<file path="src/rtl/camera_pkg.sv">
// ---------------------------------------------------------------------------
// camera_pkg
// Shared definitions for the camera controller and the map renderer.
//   - camera_state_t : controller FSM states (IDLE, SCROLL)
//   - DIR_UP/DIR_DOWN: encoding of scroll_dir
//   - DEFAULT_LEVEL_HEIGHT / DEFAULT_SCROLL_FRAMES : level band height in
//     world pixels and frames per scroll transition; the renderer relies on
//     the same values so both sides agree on the level geometry.
// ---------------------------------------------------------------------------
package camera_pkg;

    typedef enum logic [0:0] {
        IDLE   = 1'b0,
        SCROLL = 1'b1
    } camera_state_t;

    localparam logic DIR_UP   = 1'b1;
    localparam logic DIR_DOWN = 1'b0;

    localparam int DEFAULT_LEVEL_HEIGHT  = 480;
    localparam int DEFAULT_SCROLL_FRAMES = 32;

endpackage

</file>
<file path="src/rtl/camera_controller.sv">
// ---------------------------------------------------------------------------
// camera_controller
// Follows the player's world height one level band at a time and produces
// the camera state consumed by the map renderer.
//
// Ports:
//   clk           in   system clock
//   rst           in   asynchronous, active-high reset
//   frame_tick    in   one-cycle pulse per video frame; all camera state
//                      advances only on edges where this is high
//   player_y      in   player world y (0 = floor, grows upward)
//   camera_y      out  current level index
//   camera_offset out  scroll-transition progress, 0..SCROLL_FRAMES-1
//   camera_base_y out  world y of the current level floor (camera_y*LEVEL_HEIGHT)
//   scrolling     out  high while a transition is in progress
//   scroll_dir    out  1 = up, 0 = down; meaningful while scrolling
//   level_changed out  one-cycle pulse in the cycle a new camera_y appears
//
// Build option:
//   CAMERA_INSTANT_EN - when defined, level changes take effect on the
//   qualifying frame tick with no scroll animation; camera_offset,
//   scrolling and scroll_dir then stay at 0.
// ---------------------------------------------------------------------------
import camera_pkg::*;

module camera_controller #(
    parameter int PHY_WIDTH     = 16,
    parameter int CAMERA_WIDTH  = 6,
    parameter int LEVEL_HEIGHT  = DEFAULT_LEVEL_HEIGHT,
    parameter int SCROLL_FRAMES = DEFAULT_SCROLL_FRAMES
) (
    input  logic                    clk,
    input  logic                    rst,
    input  logic                    frame_tick,
    input  logic [PHY_WIDTH-1:0]    player_y,
    output logic [CAMERA_WIDTH-1:0] camera_y,
    output logic [CAMERA_WIDTH-1:0] camera_offset,
    output logic [PHY_WIDTH-1:0]    camera_base_y,
    output logic                    scrolling,
    output logic                    scroll_dir,
    output logic                    level_changed
);

    localparam logic [CAMERA_WIDTH-1:0] TOP_LEVEL    = '1;
    localparam logic [PHY_WIDTH-1:0]    LEVEL_STEP   = PHY_WIDTH'(LEVEL_HEIGHT);
    localparam logic [PHY_WIDTH:0]      LEVEL_STEP_W = (PHY_WIDTH+1)'(LEVEL_HEIGHT);
`ifndef CAMERA_INSTANT_EN
    localparam logic [CAMERA_WIDTH-1:0] LAST_OFFSET  = CAMERA_WIDTH'(SCROLL_FRAMES - 1);
`endif

    camera_state_t             state, state_next;
    logic [CAMERA_WIDTH-1:0]   camera_y_next;
    logic [CAMERA_WIDTH-1:0]   camera_offset_next;
    logic [PHY_WIDTH-1:0]      camera_base_y_next;
    logic                      scroll_dir_next;
    logic                      level_changed_next;

    logic [PHY_WIDTH:0]        upper_bound;
    logic                      want_up;
    logic                      want_down;

    // Band-exit detection. The top of the band is formed one bit wider so
    // that the highest levels cannot wrap around and look like a low bound.
    // Both directions are evaluated together; up wins if both ever hold.
    always_comb begin
        upper_bound = {1'b0, camera_base_y} + LEVEL_STEP_W;
        want_up     = ({1'b0, player_y} >= upper_bound) && (camera_y != TOP_LEVEL);
        want_down   = (player_y < camera_base_y) && (camera_y != '0);
    end

    // State register and camera registers. Everything other than the
    // level_changed pulse only moves on frame ticks; that gating lives in
    // the next-state logic below.
    always_ff @(posedge clk or posedge rst) begin
        if (rst) begin
            state         <= IDLE;
            camera_y      <= '0;
            camera_offset <= '0;
            camera_base_y <= '0;
            scroll_dir    <= DIR_DOWN;
            level_changed <= 1'b0;
        end else begin
            state         <= state_next;
            camera_y      <= camera_y_next;
            camera_offset <= camera_offset_next;
            camera_base_y <= camera_base_y_next;
            scroll_dir    <= scroll_dir_next;
            level_changed <= level_changed_next;
        end
    end

    // Next-state logic. The floor height is tracked with an add/subtract of
    // one band per level change so no multiplier is needed.
    always_comb begin
        state_next         = state;
        camera_y_next      = camera_y;
        camera_offset_next = camera_offset;
        camera_base_y_next = camera_base_y;
        scroll_dir_next    = scroll_dir;
        level_changed_next = 1'b0;

`ifdef CAMERA_INSTANT_EN
        // No animation: the FSM never leaves IDLE and the level moves on
        // the qualifying tick itself.
        state_next         = IDLE;
        camera_offset_next = '0;
        scroll_dir_next    = DIR_DOWN;
        if (frame_tick) begin
            if (want_up) begin
                camera_y_next      = camera_y + 1'b1;
                camera_base_y_next = camera_base_y + LEVEL_STEP;
                level_changed_next = 1'b1;
            end else if (want_down) begin
                camera_y_next      = camera_y - 1'b1;
                camera_base_y_next = camera_base_y - LEVEL_STEP;
                level_changed_next = 1'b1;
            end
        end
`else
        case (state)
            IDLE: begin
                if (frame_tick) begin
                    if (want_up) begin
                        state_next         = SCROLL;
                        scroll_dir_next    = DIR_UP;
                        camera_offset_next = '0;
                    end else if (want_down) begin
                        state_next         = SCROLL;
                        scroll_dir_next    = DIR_DOWN;
                        camera_offset_next = '0;
                    end
                end
            end

            // player_y is deliberately ignored here; a multi-level move is
            // picked up again in IDLE on the next tick.
            SCROLL: begin
                if (frame_tick) begin
                    if (camera_offset == LAST_OFFSET) begin
                        state_next         = IDLE;
                        camera_offset_next = '0;
                        level_changed_next = 1'b1;
                        if (scroll_dir == DIR_UP) begin
                            camera_y_next      = camera_y + 1'b1;
                            camera_base_y_next = camera_base_y + LEVEL_STEP;
                        end else begin
                            camera_y_next      = camera_y - 1'b1;
                            camera_base_y_next = camera_base_y - LEVEL_STEP;
                        end
                    end else begin
                        camera_offset_next = camera_offset + 1'b1;
                    end
                end
            end

            default: begin
                state_next = IDLE;
            end
        endcase
`endif
    end

    // In the instant build state is held at IDLE, so this is constant 0.
    assign scrolling = (state == SCROLL);

endmodule
</file>
<file path="config.mk">
export PLATFORM = sky130hd
export DESIGN_NAME = camera_controller
export DESIGN_NICKNAME = d
export VERILOG_FILES = /design/src/rtl/camera_pkg.sv /design/src/rtl/camera_controller.sv
export SDC_FILE = /design/constraint.sdc
export NUM_CORES = 1
export LEC_CHECK = 0
export CAP_MARGIN = 20
export CORE_MARGIN = 2
export CORE_UTILIZATION = 55
export DETAILED_ROUTE_END_ITERATION = 8
export GPL_ROUTABILITY_DRIVEN = 0
export MAX_ROUTING_LAYER = met4
export PLACE_DENSITY = 0.85
export SYNTH_ARGS = -nofsm -noshare
export SYNTH_HDL_FRONTEND = slang
export SYNTH_SLANG_ARGS = --single-unit
</file>
<file path="constraint.sdc">
create_clock -name clk -period 7.9 [get_ports clk]
set_input_delay 1.975 -clock clk [delete_from_list [all_inputs] [get_ports clk]]
set_output_delay 1.975 -clock clk [all_outputs]
set_load 0.03 [all_outputs]
</file>
# Word-level counts from Yosys, hierarchy flattened
# Cells that the tools add are included.
dict set report classes {
  add_sub_neg 6
  n_mul 0
  div_mod_pow 0
  order_cmp 2
  eq_ne 5
  n_shift 0
  n_mux 19
  n_bitwise 1
  n_reduce_logical 7
}
# op n
set op_table {}
lappend op_table {{two-way mux 6 bit} 6}
lappend op_table {{adder 16 x 9 -> 17 bit, second input constant} 1}
lappend op_table {{greater-or-equal comparator 16 x 17 -> 1 bit} 1}
lappend op_table {{adder 16 x 9 -> 16 bit, second input constant} 1}
lappend op_table {{< comparator 16 bit} 1}
lappend op_table {{two-way mux 16 bit} 1}
lappend op_table {{subtractor 16 x 9 -> 16 bit, second input constant} 1}
lappend op_table {{adder 6 x 1 -> 6 bit, second input constant} 2}
lappend op_table {{one-hot mux 6 bit (2 select lines)} 1}
lappend op_table {{two-way mux 1 bit} 10}
lappend op_table {{AND reduction 3 bit} 3}
lappend op_table {{equality test 6 x 5 -> 1 bit, second input constant} 1}
lappend op_table {{!= test 6 bit, second input constant} 1}
lappend op_table {{nonzero test 6 bit} 1}
lappend op_table {{subtractor 6 x 1 -> 6 bit, second input constant} 1}
lappend op_table {{!= test 2 bit, second input constant} 2}
lappend op_table {{!= test 3 bit, second input constant} 1}
lappend op_table {{logical AND 1 bit} 2}
lappend op_table {{one-hot mux 1 bit (2 select lines)} 1}
lappend op_table {{nonzero test 2 bit} 1}
lappend op_table {{inverter 1 bit} 1}
dict set report totals {
  reg_bits 31
  latchBits 0
  ramBits 0
  romBits 0
  in_bits 19
  elab_cells 46
  mem_count 0
}

# Depth between registers and ports, before layout
# Gate-level depths: netlist of the first run.
dict set report depth {
  depth_word 6
  mapped_depth 12
  ltp_nobuf 12
}

# Worst setup path before layout of the first run
# Ideal clock, no wire load.
dict set report synth_path {
  path_kind {in2reg}
  from {input player_y[15]}
  to {register scroll_dir}
  setup_time_ns 0.122
  t_arrival_ns 3.402
  t_required_ns 7.778
  setup_slack_ns 4.376
  stages 7
  path_buffers 0
  cell_sequence {ha_1 -> and4_2 -> a21oi_1 -> o31ai_4 -> a211oi_2 -> nand3_1 -> a32o_1}
}
dict set report synth_between {
  elab_chain_cells 4
  word_cells_on_any_way 7
}
# item line
set synth_rtl {}
lappend synth_rtl {{from (decl)} camera_controller.sv:35} ;# input logic [PHY_WIDTH-1:0] player_y,
lappend synth_rtl {{greater-or-equal comparator 16 x 17 -> 1 bit or < comparator 16 bit (tied branches)} {camera_controller.sv:67, camera_controller.sv:68}}
lappend synth_rtl {{logical AND 1 bit (on tied branches)} {camera_controller.sv:67, camera_controller.sv:68}}
lappend synth_rtl {{nonzero test 2 bit (no line)} -}
lappend synth_rtl {{AND reduction 3 bit (no line)} -}
lappend synth_rtl {{to (signal assigned)} camera_controller.sv:87} ;# scroll_dir <= scroll_dir_next;
lappend synth_rtl {{to (decl)} camera_controller.sv:40} ;# output logic scroll_dir,
# Parallel ways exist; a longest one is shown, timed or not.
# A chain may end at the register's enable or synchronous reset.

# Worst setup path after layout of the first run
# Ends and elaborated chain as after synthesis.

==> qor.txt, run 1 <==
Met3 usage: 3.319%
Initial core utilization: 56.12%
Internal: 0.5368 mW
Fill cell count: 352
Dpl cells: 362
Final Slew Violations: 0
Area growth, synth to finish: 23.57%
Wire length per cell: 15.05 um
Layout cell share with drive strength beyond 1: 7.302%
Hold_buf cts: 0
Max VDD drop: 0.0002182 V
Largest family of logic cells by synthesized area: compound AO/OA/AOI/OAI gates
Clock root cell: clkbuf_8
Tcrit/Tclk final: 49.05%
# setup viols final: 0
Post-synthesis adder-cell area fraction: 20.87%
Min Tclk post-route: 3.875 ns
Count of state elements after synthesis: 26
DRC viols: 0
Global routing's busiest layer: met2
Cts bufs inserted: 3
Simple-Gate Fraction of Synth Area: 14.69%
Critical Path RT: 8.08 ns
Total grt overflow: 0
Initial DRC Count: 106
Worst Clk Skew: 0.003377 ns
CTS Sinks: 26
YS warnings: 0
Die X: 70.19 um
Worst Hold Depth: 1
Met1 Usage GRT: 30.42%
Synth area leaders: dfrtp_1 (27%), ha_1 (19%), xnor2_1 (5.5%)
Row cnt: 24
Sequential area share after synthesis: 27.00%
Clk pwr share: 11.1%
Psw: 0.4867 mW
Met2 Track Usage GR: 39.79%
Max-cap viol count: 0
Reg2reg setup slack: 4.97 ns
First-pass GRT wire length: 9.315 mm
Vias per cell: 5.896
Hold Crit Start: camera_y[5]
RSZ-0062 raised after global routing: false
Initial antenna violation count: 0
Hpwl dp: 4.295 mm
Die Outline Area: 4927 um2
Switching share of power: 47.55%
Worst r2r src: camera_base_y[5]
CP Launch Type: input port
Static leakage power: 1.362 nW
Commonest cells after routing, fill and taps aside: clkdlybuf4s50_1 (44), ha_1 (37), dfrtp_1 (26)
DR vias: 2164
Hold Path Class: reg2reg
Mapped Cells: 271
Xor/xnor share of the synthesized area: 7.269%
Pre-Repair DR Iteration Count: 5
Area of the mapped netlist: 2410 um2
I/O Buffers: 44
Slew HR: 49.89%
Die Ht: 70.19 um
Final WL: 5.522 mm
Comb power frac: 64.4%
Post-synthesis average cell area: 8.892 um2
Crit path arrival time: 4.05 ns
Complex-gate fraction of the synthesized area: 23.57%
Status: finished clean
Post-route ant nets: 0
Setup TNS: 0 ns
H-Tree Depth: 1
Dominant cell type by area after synthesis: dfrtp_1
Vias in the first global route: 2083
Clk Latency, worst-skew pair: 0.28 ns
Reg2Reg Capture Point: camera_offset[3]
Post-CTS Setup Repair Bufs: 0
Clk buf depth: 2
I/O Pins: 50
PD cells: 343.7 nW/um2
WS Path Type: in2reg
Sequential Power Share: 24.5%
Commonest non-fill, non-tap cell in the layout: clkdlybuf4s50_1
Global Route Usage Sum: 23.83%
Max Freq: 258.1 MHz
Critical path capture point type: flip-flop
Mux cell area share after synthesis: 0.4154%
CTS tree: built
CP max FO: 3
CTS-repair resized insts: 0
CORE AREA: 4294 um2
Diodes inserted: 0
Top FF cell, synth: dfrtp_1
Clock transition at path regs: 0.09 ns
Worst slew pin tran: 0.7448 ns
Ys async rst share: 100.0%
Net count, final: 374
Post-synth EDFFs: 0
Fin cells: 367
Final Hold Viols: 0
Synth unique cells: 52
R2R cell count: 9
Yosys top cell area share: 27.00%
Pin count of the biggest net entering global routing: 27
Hold EP: camera_y[5]
[cells by family (layout without fill, tap and decap cells)]
family | Yosys count | after routing
compound gates | 81 | 81
simple gates | 70 | 70
fa+ha+maj | 39 | 39
buf+inv | 33 | 73
flops | 26 | 26
xor+xnor | 20 | 20
other cells | 1 | 5
mux | 1 | 1
[worst max path at each step]
stage | start | to | slack (ns) | cells past startpoint
global route | player_y[13] | camera_offset[3] | 3.94 | 8
detailed placement | player_y[15] | camera_offset[3] | 3.73 | 8
finish | player_y[15] | scroll_dir | 4.03 | 8
floorplan | player_y[15] | scroll_dir | 4.38 | 7
global placement | player_y[15] | camera_offset[3] | 3.75 | 8
CTS | player_y[15] | camera_offset[3] | 4.03 | 8
[synth_stat cells (all sizes together) (2+ instances only)]
| library cell | number |
|---|---|
| nor2b | 2 |
| nand2 | 21 |
| o211ai | 3 |
| o21ai | 27 |
| o22ai | 3 |
| xor2 | 5 |
| nand4 | 3 |
| o21a | 4 |
| dfrtp | 26 |
| fa | 2 |
| and3 | 2 |
| buf | 7 |
| nor2 | 13 |
| nor4 | 4 |
| inv | 23 |
| or2 | 2 |
| nor3 | 4 |
| a21o | 8 |
| nand3 | 11 |
| o31a | 3 |
| ha | 37 |
| a31oi | 6 |
| clkbuf | 3 |
| a21oi | 15 |
| xnor2 | 15 |
| a211oi | 4 |
| nand2b | 2 |
[sequential cells by signal (all words and copies together) (netlist names)]
register	cells
scrolling	1
scroll_dir	1
camera_offset	6
level_changed	1
camera_base_y	11
camera_y	6
[per-layer routing]
layer  part of all wire (%)  wire length, um
met5                      0                0
met4                    2.0              110
met3                    5.0              276
met2                     50             2745
met1                     43             2389
[critical path, stage by stage]
cell	delay (ns)
clkdlybuf4s50_1	0.44
ha_1	0.34
and4_2	0.26
a21oi_1	0.23
o31ai_4	0.11
a211oi_2	0.36
nand3_1	0.13
a32o_1	0.21
[final cells by class]
| type | count | area, um2 | area share, % |
|---|---|---|---|
| sequential | 26 | 650.6 | 21.85 |
| multi-input combinational | 216 | 1629 | 54.71 |
| inverter | 23 | 86.33 | 2.899 |
| clock inverter | 1 | 30.03 | 1.008 |
| timing repair buffer | 46 | 475.5 | 15.97 |
| tap | 52 | 65.06 | 2.185 |
| clock buffer | 3 | 41.29 | 1.387 |
[metrics by stage]
step	setup WS [ns]	hold WS (ns)	power [mW]	util [%]	instance area, um2
finish	4.025	0.5256	1.024	69.35	2978
global route	3.939	0.5422	1.099	69.35	2978
CTS	4.028	0.5338	1.022	68.71	2950
detailed placement	3.730	0.5181	0.8961	67.05	2879
global placement	3.748	0.5166	0.8751	67.05	2879
floorplan	4.376	0.6724	0.7112	-	2425
[power groups by stage]
stage	Combinational, mW	Sequential, mW	Clock (mW)
finish	0.659	0.251	0.113
detailed placement	0.645	0.251	0
CTS	0.658	0.250	0.114
floorplan	0.396	0.315	0
global placement	0.625	0.250	0
global route	0.719	0.259	0.120
No activity file was read; power rests on OpenSTA's default activity.
==> inputs of run 2 (changes only) <==
--- a/config.mk
+++ b/config.mk
@@ -7,11 +7,11 @@
 export LEC_CHECK = 0
 export CAP_MARGIN = 20
 export CORE_MARGIN = 2
-export CORE_UTILIZATION = 55
+export CORE_UTILIZATION = 52
 export DETAILED_ROUTE_END_ITERATION = 8
 export GPL_ROUTABILITY_DRIVEN = 0
 export MAX_ROUTING_LAYER = met4
-export PLACE_DENSITY = 0.85
+export PLACE_DENSITY = 0.81
 export SYNTH_ARGS = -nofsm -noshare
 export SYNTH_HDL_FRONTEND = slang
 export SYNTH_SLANG_ARGS = --single-unit
==> constraint.sdc (replaced) <==
create_clock -name clk -period 3.9 [get_ports clk]
set_input_delay 0.975 -clock clk [delete_from_list [all_inputs] [get_ports clk]]
set_output_delay 0.975 -clock clk [all_outputs]
set_load 0.03 [all_outputs]
==> run 2 against run 1 <==
  * Cell count unchanged
  * Register-to-register slack worse by 4.0 ns
  * Clock skew up 0.0035 ns
  * Via count down 2.3%
  * Non-clock buffer count unchanged
  * Sequential share of layout area unchanged
  * Count of clock-buffer cells in the layout unchanged
  * Combinational power up 99%
  * Wire length down 1.9%
==> qor.txt, run 2 (synthesis results as in run 1) <==
Area growth, synth to finish: 23.57%
Hold_buf cts: 0
Net count, final: 374
Final WL: 5.417 mm
Total grt overflow: 0
Critical path capture point type: flip-flop
Met2 Track Usage GR: 37.41%
# setup viols final: 0
Worst slew pin tran: 0.7643 ns
Regs by FF count: camera_base_y (11), camera_offset (6), camera_y (6)
Critical Path, Cell by Cell: nor4_1, nor2_1, ha_1, or3b_1, nor4_1, o31a_1, o21a_1, o31a_4, o22ai_2
Max-cap viol count: 0
CTS Sinks: 26
CTS-repair resized insts: 0
Clk buf depth: 2
Critical path's most frequent cell: nor4_1
Post-CTS Setup Repair Bufs: 0
Cts bufs inserted: 3
Row cnt: 24
Pre-Repair DR Iteration Count: 4
CTS tree: built
Commonest cells after routing, fill and taps aside: clkdlybuf4s50_1 (44), ha_1 (37), dfrtp_1 (26)
Final Slew Violations: 0
Register area: 650.6 um2
Hold slack: 0.5518 ns
Initial antenna violation count: 0
DRC viols: 0
Util after Layout: 67.46%
CP Launch Type: flip-flop
Static leakage power: 1.362 nW
Vias in the first global route: 2023
Setup TNS: 0 ns
I/O Pins: 50
RSZ-0062 raised after global routing: false
Worst Clk Skew: 0.006922 ns
Clock transition at path regs: 0.10 ns
Clk Latency, worst-skew pair: 0.28 ns
Multi-input gate area: 1629 um2
Post-route ant nets: 0
Die Ht: 72.08 um
Max Freq: 340.9 MHz
Max FFs per register: 11
Hpwl dp: 4.235 mm
Vias per cell: 5.763
Commonest non-fill, non-tap cell in the layout: clkdlybuf4s50_1
Met1 Usage GRT: 28.04%
Min Tclk post-route: 2.933 ns
Top delay family on crit path: simple AND/OR/NAND/NOR gates
Fill cell count: 351
Tcrit/Tclk final: 75.21%
R2R cell count: 9
Met3 usage: 2.083%
Final Total Pwr: 2.050 mW
Pin count of the biggest net entering global routing: 27
Slew HR: 48.58%
Max VDD drop: 0.0004376 V
Die Outline Area: 5195 um2
Global routing's busiest layer: met2
Clock root cell: clkbuf_8
Global Route Usage Sum: 22.19%
CP max FO: 6
CORE AREA: 4414 um2
Diodes inserted: 0
WS Path Type: reg2reg
Crit path largest cell delay: 0.71 ns
Dpl ws: 0.7567 ns
Worst Hold Depth: 1
Initial DRC Count: 59
Worst Path Buf+Inv: 0
I/O Buffers: 44
Reg with most FFs: camera_base_y
DR vias: 2115
First-pass GRT wire length: 9.087 mm
Critical Path RT: 4.06 ns
Status: finished clean
Hold Path Class: reg2reg
Initial core utilization: 54.59%
Critical-path top delay cell: nor4_1
Layout cell share with drive strength beyond 1: 7.302%
H-Tree Depth: 1
Die X: 72.08 um
CP Depth: 9
Wire length per cell: 14.76 um
PD cells: 688.3 nW/um2
Final worst slack: 0.9668 ns
Crit path arrival time: 3.10 ns
Final Hold Viols: 0
==> run 2: cell counts in the layout (fill, tap and decap cells not counted) <==
No cell type changed its count.
==> run 2: worst paths after layout <==
check | startpoint | end | slack (ns)
setup reg to reg | camera_base_y[5] | camera_offset[3] | 0.97
max in group asynchronous | rst | camera_base_y[9] | 2.64
min in group asynchronous | rst | camera_offset[0] | 0.88
setup / recovery | camera_base_y[5] | camera_offset[3] | 0.97
hold reg to reg | camera_y[5] | camera_y[5] | 0.55
hold / removal | camera_y[5] | camera_y[5] | 0.55
==> run 2: where the power goes <==
part	internal (mW)	total (mW)	leakage [nW]	switching (mW)
Clock	0.138	0.231	0.0357	0.0930
Combinational	0.589	1.31	1.01	0.723
Sequential	0.356	0.507	0.315	0.151
Total	1.08	2.05	1.36	0.967
==> run 2: area by class of cell <==
class / instances / share of cell area, %
sequential: 26 / 21.85
clock buffer: 3 / 1.387
multi-input combinational: 216 / 54.71
inverter: 23 / 2.899
clock inverter: 1 / 1.008
timing repair buffer: 46 / 15.97
tap: 52 / 2.185
==> run 2: stage by stage <==
step,cell area (um2),instances
after floorplan,2425,275
after global placement,2879,362
after detailed placement,2879,362
after CTS,2950,366
after global routing,2978,367
final,2978,367
==> run 2: per-layer routing <==
metal | part of all wire (%) | up-vias
met3 | 4.1 | 10
met2 | 48 | 55
met1 | 46 | 984
met4 | 1.7 | 0
li1 | - | 1066
met5 | 0 | -
==> inputs of run 3 (changes only) <==
==> constraint.sdc (replaced) <==
create_clock -name clk -period 2.95 [get_ports clk]
set_input_delay 0.7375 -clock clk [delete_from_list [all_inputs] [get_ports clk]]
set_output_delay 0.7375 -clock clk [all_outputs]
set_load 0.03 [all_outputs]
==> run 3 against run 2 <==
  * Fmax increased by 7.1%
  * Cell count increased by 1.4%
  * Critical path depth increased by 2
  * Power increased by 28%
  * Count of clock-buffer cells in the layout unchanged
  * Global-route usage increased by 0.33 points
  * Utilization decreased by 0.085 points
  * Worst setup slack got worse by 0.76 ns
  * Via count increased by 0.24%
  * Flip-flop and latch count unchanged
  * Hold slack got worse by 0.0067 ns
  * Clock power decreased by 13%
  * Critical path type unchanged
  * Critical endpoint is now camera_offset[0]
  * Highest routed layer unchanged
==> qor.txt, run 3 (synthesis results as in run 1) <==
Clk Latency, worst-skew pair: 0.27 ns
Status: finished clean
Post-route ant nets: 0
Critical Path RT: 3.15 ns
Dpl ws: 0.03843 ns
Reg with most FFs: camera_base_y
Clock root cell: clkbuf_8
Critical path origin: camera_base_y[6]
Critical path capture point type: flip-flop
H-Tree Depth: 1
Total grt overflow: 0
CP max FO: 6
First-pass GRT wire length: 9.052 mm
Clk buf depth: 2
Final Hold Viols: 0
Diodes inserted: 0
Pre-Repair DR Iteration Count: 4
Setup TNS: 0 ns
CORE AREA: 4414 um2
RSZ-0062 raised after global routing: false
CTS tree: built
Reg2Reg Capture Point: camera_offset[0]
Final worst slack: 0.2104 ns
Row cnt: 24
Reg2reg setup slack: 0.21 ns
Regs by FF count: camera_base_y (11), camera_offset (6), camera_y (6)
Vias in the first global route: 1985
Commonest cells after routing, fill and taps aside: clkdlybuf4s50_1 (44), ha_1 (37), dfrtp_1 (25)
Worst r2r src: camera_base_y[6]
Util after Layout: 67.38%
Critical Path, Cell by Cell: inv_1, ha_1, a21oi_1, xnor2_1, ha_1, a21o_1, a211oi_1, o21ai_0, o21a_1, o31a_4, a21oi_2
Crit path arrival time: 2.94 ns
Vias per cell: 5.699
Hpwl dp: 4.409 mm
Initial core utilization: 54.59%
WS Path Type: reg2reg
Commonest non-fill, non-tap cell in the layout: clkdlybuf4s50_1
PD cells: 885.4 nW/um2
# setup viols final: 0
Die Outline Area: 5195 um2
Initial antenna violation count: 0
CP Launch Type: flip-flop
Die Ht: 72.08 um
Pin count of the biggest net entering global routing: 27
CTS Sinks: 26
Placed inst area: 2932 um2
Finished Cell Area: 2974 um2
DR vias: 2120
Worst Clk Skew: 0.002502 ns
Initial DRC Count: 91
Max VDD drop: 0.0006721 V
Tcrit/Tclk final: 92.87%
Min Tclk post-route: 2.740 ns
Area growth, synth to finish: 23.42%
Clock transition at path regs: 0.09 ns
I/O Buffers: 44
Max-cap viol count: 0
Final Slew Violations: 0
Wire length per cell: 14.56 um
Die X: 72.08 um
Critical-path top delay cell: dfrtp_1
CP endpoint: camera_offset[0]
Crit path largest cell delay: 0.45 ns
Net count, final: 380
DRC viols: 0
R2R cell count: 11
Max Freq: 365.0 MHz
I/O Pins: 50
Hold Path Class: reg2reg
Fill cell count: 365
Max FFs per register: 11
Static leakage power: 1.368 nW
Layout cell share with drive strength beyond 1: 9.063%
Cts bufs inserted: 3
Final WL: 5.416 mm
Global Route Usage Sum: 22.52%
Critical path's most frequent cell: ha_1
-- run 3: changes by cell type in the layout (fill, tap and decap cells not counted), sizes merged --
cell    change
buf         +6
bufinv      -1
-- run 3: worst max-delay path: cells and delay by family (launching register included) --
family	cells	cell delay [ns]
buffers and inverters	1	0.08
adders and majority gates	2	0.51
xor gates and xnor gates	1	0.17
AOI/OAI and AO/OA	7	1.48
DFF	1	0.45
-- run 3: worst min path at each step --
| stage | start | endpoint | cells past startpoint |
|---|---|---|---|
| floorplan | camera_offset[0] | camera_offset[0] | 1 |
| global route | camera_y[5] | camera_y[5] | 1 |
| CTS | camera_y[5] | camera_y[5] | 1 |
| global placement | camera_offset[0] | camera_offset[0] | 1 |
| detailed placement | camera_y[5] | camera_y[5] | 1 |
| finish | camera_y[5] | camera_y[5] | 1 |
-- run 3: through the flow --
step	total power, mW	hold WS (ns)	cells
3_3_place_gp	2.381	0.5155	369
4_1_cts	2.643	0.5409	372
2_1_floorplan	1.905	0.6724	275
6_report	2.633	0.5452	372
3_5_place_dp	2.434	0.5287	369
5_1_grt	2.864	0.5796	372
-- run 3: area by class of cell --
class	count	area [um2]	area share (%)
multi-input cells	216	1629	54.77
flip-flops and latches	26	651.9	21.92
repair buffers	52	500.5	16.83
inverters	23	86.33	2.903
well taps	52	65.06	2.188
clock buffers	3	41.29	1.388
-- run 3: repair_timing --
item                                    CTS  global route
hold endpoints to repair                  0             0
endpoints found under the setup margin    0             2
buffers inserted                          0             0
hold buffers                              0             0
gates resized for setup                   0             1
-- run 3: power breakdown --
part	total [mW]	switching, mW	internal [mW]
Clock	0.201	0.110	0.0917
Combinational	1.77	0.974	0.798
Sequential	0.660	0.188	0.472
-- run 3: per-layer routing --
metal	wire [um]	up-vias	part of all wire (%)	GRT usage, %
li1	-	1070	-	-
met2	2677	45	49	37.00
met1	2454	998	45	29.56
met5	0	-	0	-
met3	203	7	3.7	2.917
met4	81	0	1.5	5.660
==> edit 1: new RTL, flow settings as in run 2 <==
Build with the macro `CAMERA_INSTANT_EN` defined.
--- a/src/rtl/camera_controller.sv
+++ b/src/rtl/camera_controller.sv
@@ -21,6 +21,8 @@
 //   qualifying frame tick with no scroll animation; camera_offset,
 //   scrolling and scroll_dir then stay at 0.
 // ---------------------------------------------------------------------------
+`define CAMERA_INSTANT_EN
+
 import camera_pkg::*;
 
 module camera_controller #(
Check against the original RTL: not equivalent (a bounded check fails within 4 cycles, from zero or initial values and one cycle with rst high).
==> edit 1 against run 2 <==
The flow now finishes with violations (negative setup slack); wire length up 53%; hold slack got worse by 0.0099 ns; setup slack worse by 1.3 ns; design area grew 13%; first-iteration DRC count rose to 3.0 times the old value; clock skew shrank 0.0010 ns; sequential cell count decreased by 8; synthesized area is 15% lower.
Power is left out: the tool's default activity adds up to more than one toggle a clock period on the data nets, which glitch-free logic cannot reach.
==> edit 1: results (changes against run 2) <==
metric,value,unit,change
run status,finished with violations,,
failing checks,negative setup slack,,
Post-Synth XOR/XNOR Area,9.799,%,+2.5 points
Clock Pin Slew Worst Setup and Hold Paths,0.08,ns,-0.02 ns
"Largest stage delay, worst path",0.43,ns,-0.28 ns
Slew Limit Headroom,50.29,%,+1.7 points
post-synthesis compound-gate area fraction,15.28,%,-8.3 points
setup bufs post-CTS,6,,+6
vias in the first global route,2177,,+7.6%
synth top area cells,"dfrtp_1 (22%), ha_1 (22%), xnor2_1 (6.8%), buf_4 (4.7%), mux2i_1 (4.4%)",,
Non-CTS buffers,108,,+130%
IO Port Bufs,36,,-18%
wl on met1,3267,µm,+31%
sequential cell area share,13.41,%,-8.4 points
Post-CTS Resized,23,,+23
comb_multi_in,185,,-14%
CP Data Arrival Time,4.41,ns,+1.31 ns
largest net degree at the start of global routing,19,,-30%
slowest cell on the critical path,dfrtp_2,,
Layout area overhead,64.33,%,
die width,66.88,µm,-7.2%
mux share of post-synthesis cell area,7.669,%,+7.3 points
# setup viols final,9,,+9
routed length per instance,21.91,µm,+48%
vias,2298,,+8.7%
Post-Place Cell Area,2925,µm²,+1.6%
sequential area share after synthesis,21.91,%,-5.1 points
routing usage on met1,40.00,%,+12 points
non-clock buffer share of cell area,27.04,%,+11 points
synthesized flop and latch total,18,,-31%
share of cells above drive strength 1,40.30,%,+33 points
worst setup margin,-0.3774,ns,-1.344 ns
Multi-input gate area,1833,µm²,+13%
## edit 1: changes by cell type in the layout (fill, tap and decap cells not counted), sizes merged, moves of 5 or more
cell	delta
buf	+70
o21ai	-21
nand2	-13
clkdlybuf4s50	-11
inv	-9
conb	+8
dfrtp	-8
mux2i	+8
nand3	-7
mux2	+6
a31oi	-5
## edit 1: final timing paths
| check | slack [ns] | from | end |
|---|---|---|---|
| worst max-delay path | -0.38 | camera_base_y[5] | camera_base_y[15] |
| worst min-delay path | 0.54 | camera_y[5] | camera_y[5] |
| worst max register to register | -0.38 | camera_base_y[5] | camera_base_y[15] |
| worst min register to register | 0.54 | camera_y[5] | camera_y[5] |
| max in group asynchronous | 2.26 | rst | camera_base_y[6] |
| min in group asynchronous | 1.13 | rst | camera_base_y[10] |
==> edit 2: new RTL, config.mk and constraints of run 2 <==
Made on the original files. Reset style: synchronous (`rst`), changed in one clocked block. Comments in the files are not updated.
--- a/src/rtl/camera_controller.sv
+++ b/src/rtl/camera_controller.sv
@@ -71,7 +71,7 @@
     // State register and camera registers. Everything other than the
     // level_changed pulse only moves on frame ticks; that gating lives in
     // the next-state logic below.
-    always_ff @(posedge clk or posedge rst) begin
+    always_ff @(posedge clk) begin
         if (rst) begin
             state         <= IDLE;
             camera_y      <= '0;
Function: differs if rst is asserted again (counterexample within 4 cycles, from zero or initial values and one cycle with rst high); with rst held inactive, the same outputs for 10 cycles.
==> edit 2 against run 2 <==
Global-route usage is 1.8 points higher; sequential cell count unchanged; critical path type unchanged; setup slack worse by 0.10 ns; clock skew rose by 0.0077 ns; final cell count increased by 13%; largest cell class unchanged; wire length grew 11%; design area rose by 3.7%; synthesized area rose by 6.2%.
Power is left out: it rests on default switching activity, and per cell area and clock period it moved more than threefold.
==> edit 2: results (changes against run 2) <==
metric,value,unit,change
Post-synth ARST share,0,%,-100 points
Hold Crit Depth,2,,+1
drt total wl,6009,µm,+11%
Via density,5.802,,+0.68%
mux share of post-synthesis cell area,0.8313,%,+0.42 points
first-pass GRT wire length,10230,µm,+13%
sequential area share after synthesis,20.34,%,-6.7 points
Slew Limit Headroom,56.78,%,+8.2 points
reg-to-reg startpoint,camera_base_y[5],,
worst hold start,camera_y[4],,
GRT Total Usage,23.99,%,+1.8 points
worst reg-to-reg path cell count,11,,+2
CP max FO,8,,+2
hpwl dp,4557,µm,+7.6%
synth top area cells,"dfxtp_1 (20%), ha_1 (18%), xnor2_1 (5.1%), a21oi_1 (4.3%), nand2_1 (3.5%)",,
Unique masters post-synth,64,,+23%
clk_skew,0.01462,ns,+0.007696 ns
slowest cell on the critical path,dfxtp_1,,
flop2flop setup slack,0.86,ns,-0.10 ns
post-synthesis compound-gate area fraction,24.84,%,+1.3 points
initial DRC count,144,,+140%
Synth Area in Adders,19.66,%,-1.2 points
run status,completed,,
Post-Synth XOR/XNOR Area,5.134,%,-2.1 points
Commonest cells post-synth,"ha_1 (37), dfxtp_1 (26), nand2_1 (24)",,
share of cells above drive strength 1,8.046,%,+0.74 points
vias in the first global route,2304,,+14%
WHS,0.5352,ns,-0.01660 ns
final net count,407,,+8.8%
## edit 2: final cells by class
| cell class | instances | area (µm²) |
|---|---|---|
| clock buffers | 4 | 55.05 |
| fillers | 410 | 1637 |
| inverters | 21 | 78.83 |
| multi-input cells | 251 | 1893 |
| flip-flops and latches | 26 | 520.5 |
| well taps | 67 | 83.83 |
| repair buffers | 46 | 455.4 |
## edit 2: per-layer routing
layer  routed length [µm]  vias up  GRT usage, %  part of all wire, %
met4                   55        0         5.859                 0.92
met2                 2829       59         38.39                   47
met3                  263        4         2.710                  4.4
met5                    0        -             -                    0
li1                     -     1217             -                    -
met1                 2860     1128         32.42                   48
## edit 2: cells by family (layout without fill, tap and decap cells)
family,Yosys count,in the layout
other,1,5
AOI/OAI and AO/OA,82,82
muxes,2,2
and+or+nand+nor,108,108
DFF,26,26
xor gates and xnor gates,15,15
adders and majority gates,39,39
buffers and inverters,35,71
## edit 2: worst max path at each step
stage                     depth (start not counted)  slack [ns]             start          endpoint
after floorplan                                  11        0.97  camera_base_y[5]  camera_offset[3]
after global placement                            8        0.83       player_y[6]  camera_offset[3]
after detailed placement                          8        0.79      player_y[15]  camera_offset[3]
after CTS                                        11        0.82  camera_base_y[5]  camera_offset[3]
after global routing                             11        0.52  camera_base_y[5]  camera_offset[3]
final                                            11        0.86  camera_base_y[5]  camera_offset[3]
## edit 2: through the flow
stage	instances	area (µm²)	setup slack, ns	utilization, %
5_1_grt	415	3087	0.5163	65.35
2_1_floorplan	312	2574	0.9710	-
4_1_cts	415	3087	0.8207	65.35
6_report	415	3087	0.8627	65.35
3_3_place_gp	411	3032	0.8344	64.19
3_5_place_dp	411	3032	0.7900	64.19
## edit 2: worst min-delay path: cells and delay by family, from the launching register on
kind,cells,cell delay [ns]
flip-flops,1,0.37
AND/OR/NAND/NOR,1,0.08
AO/OA/AOI/OAI,1,0.05
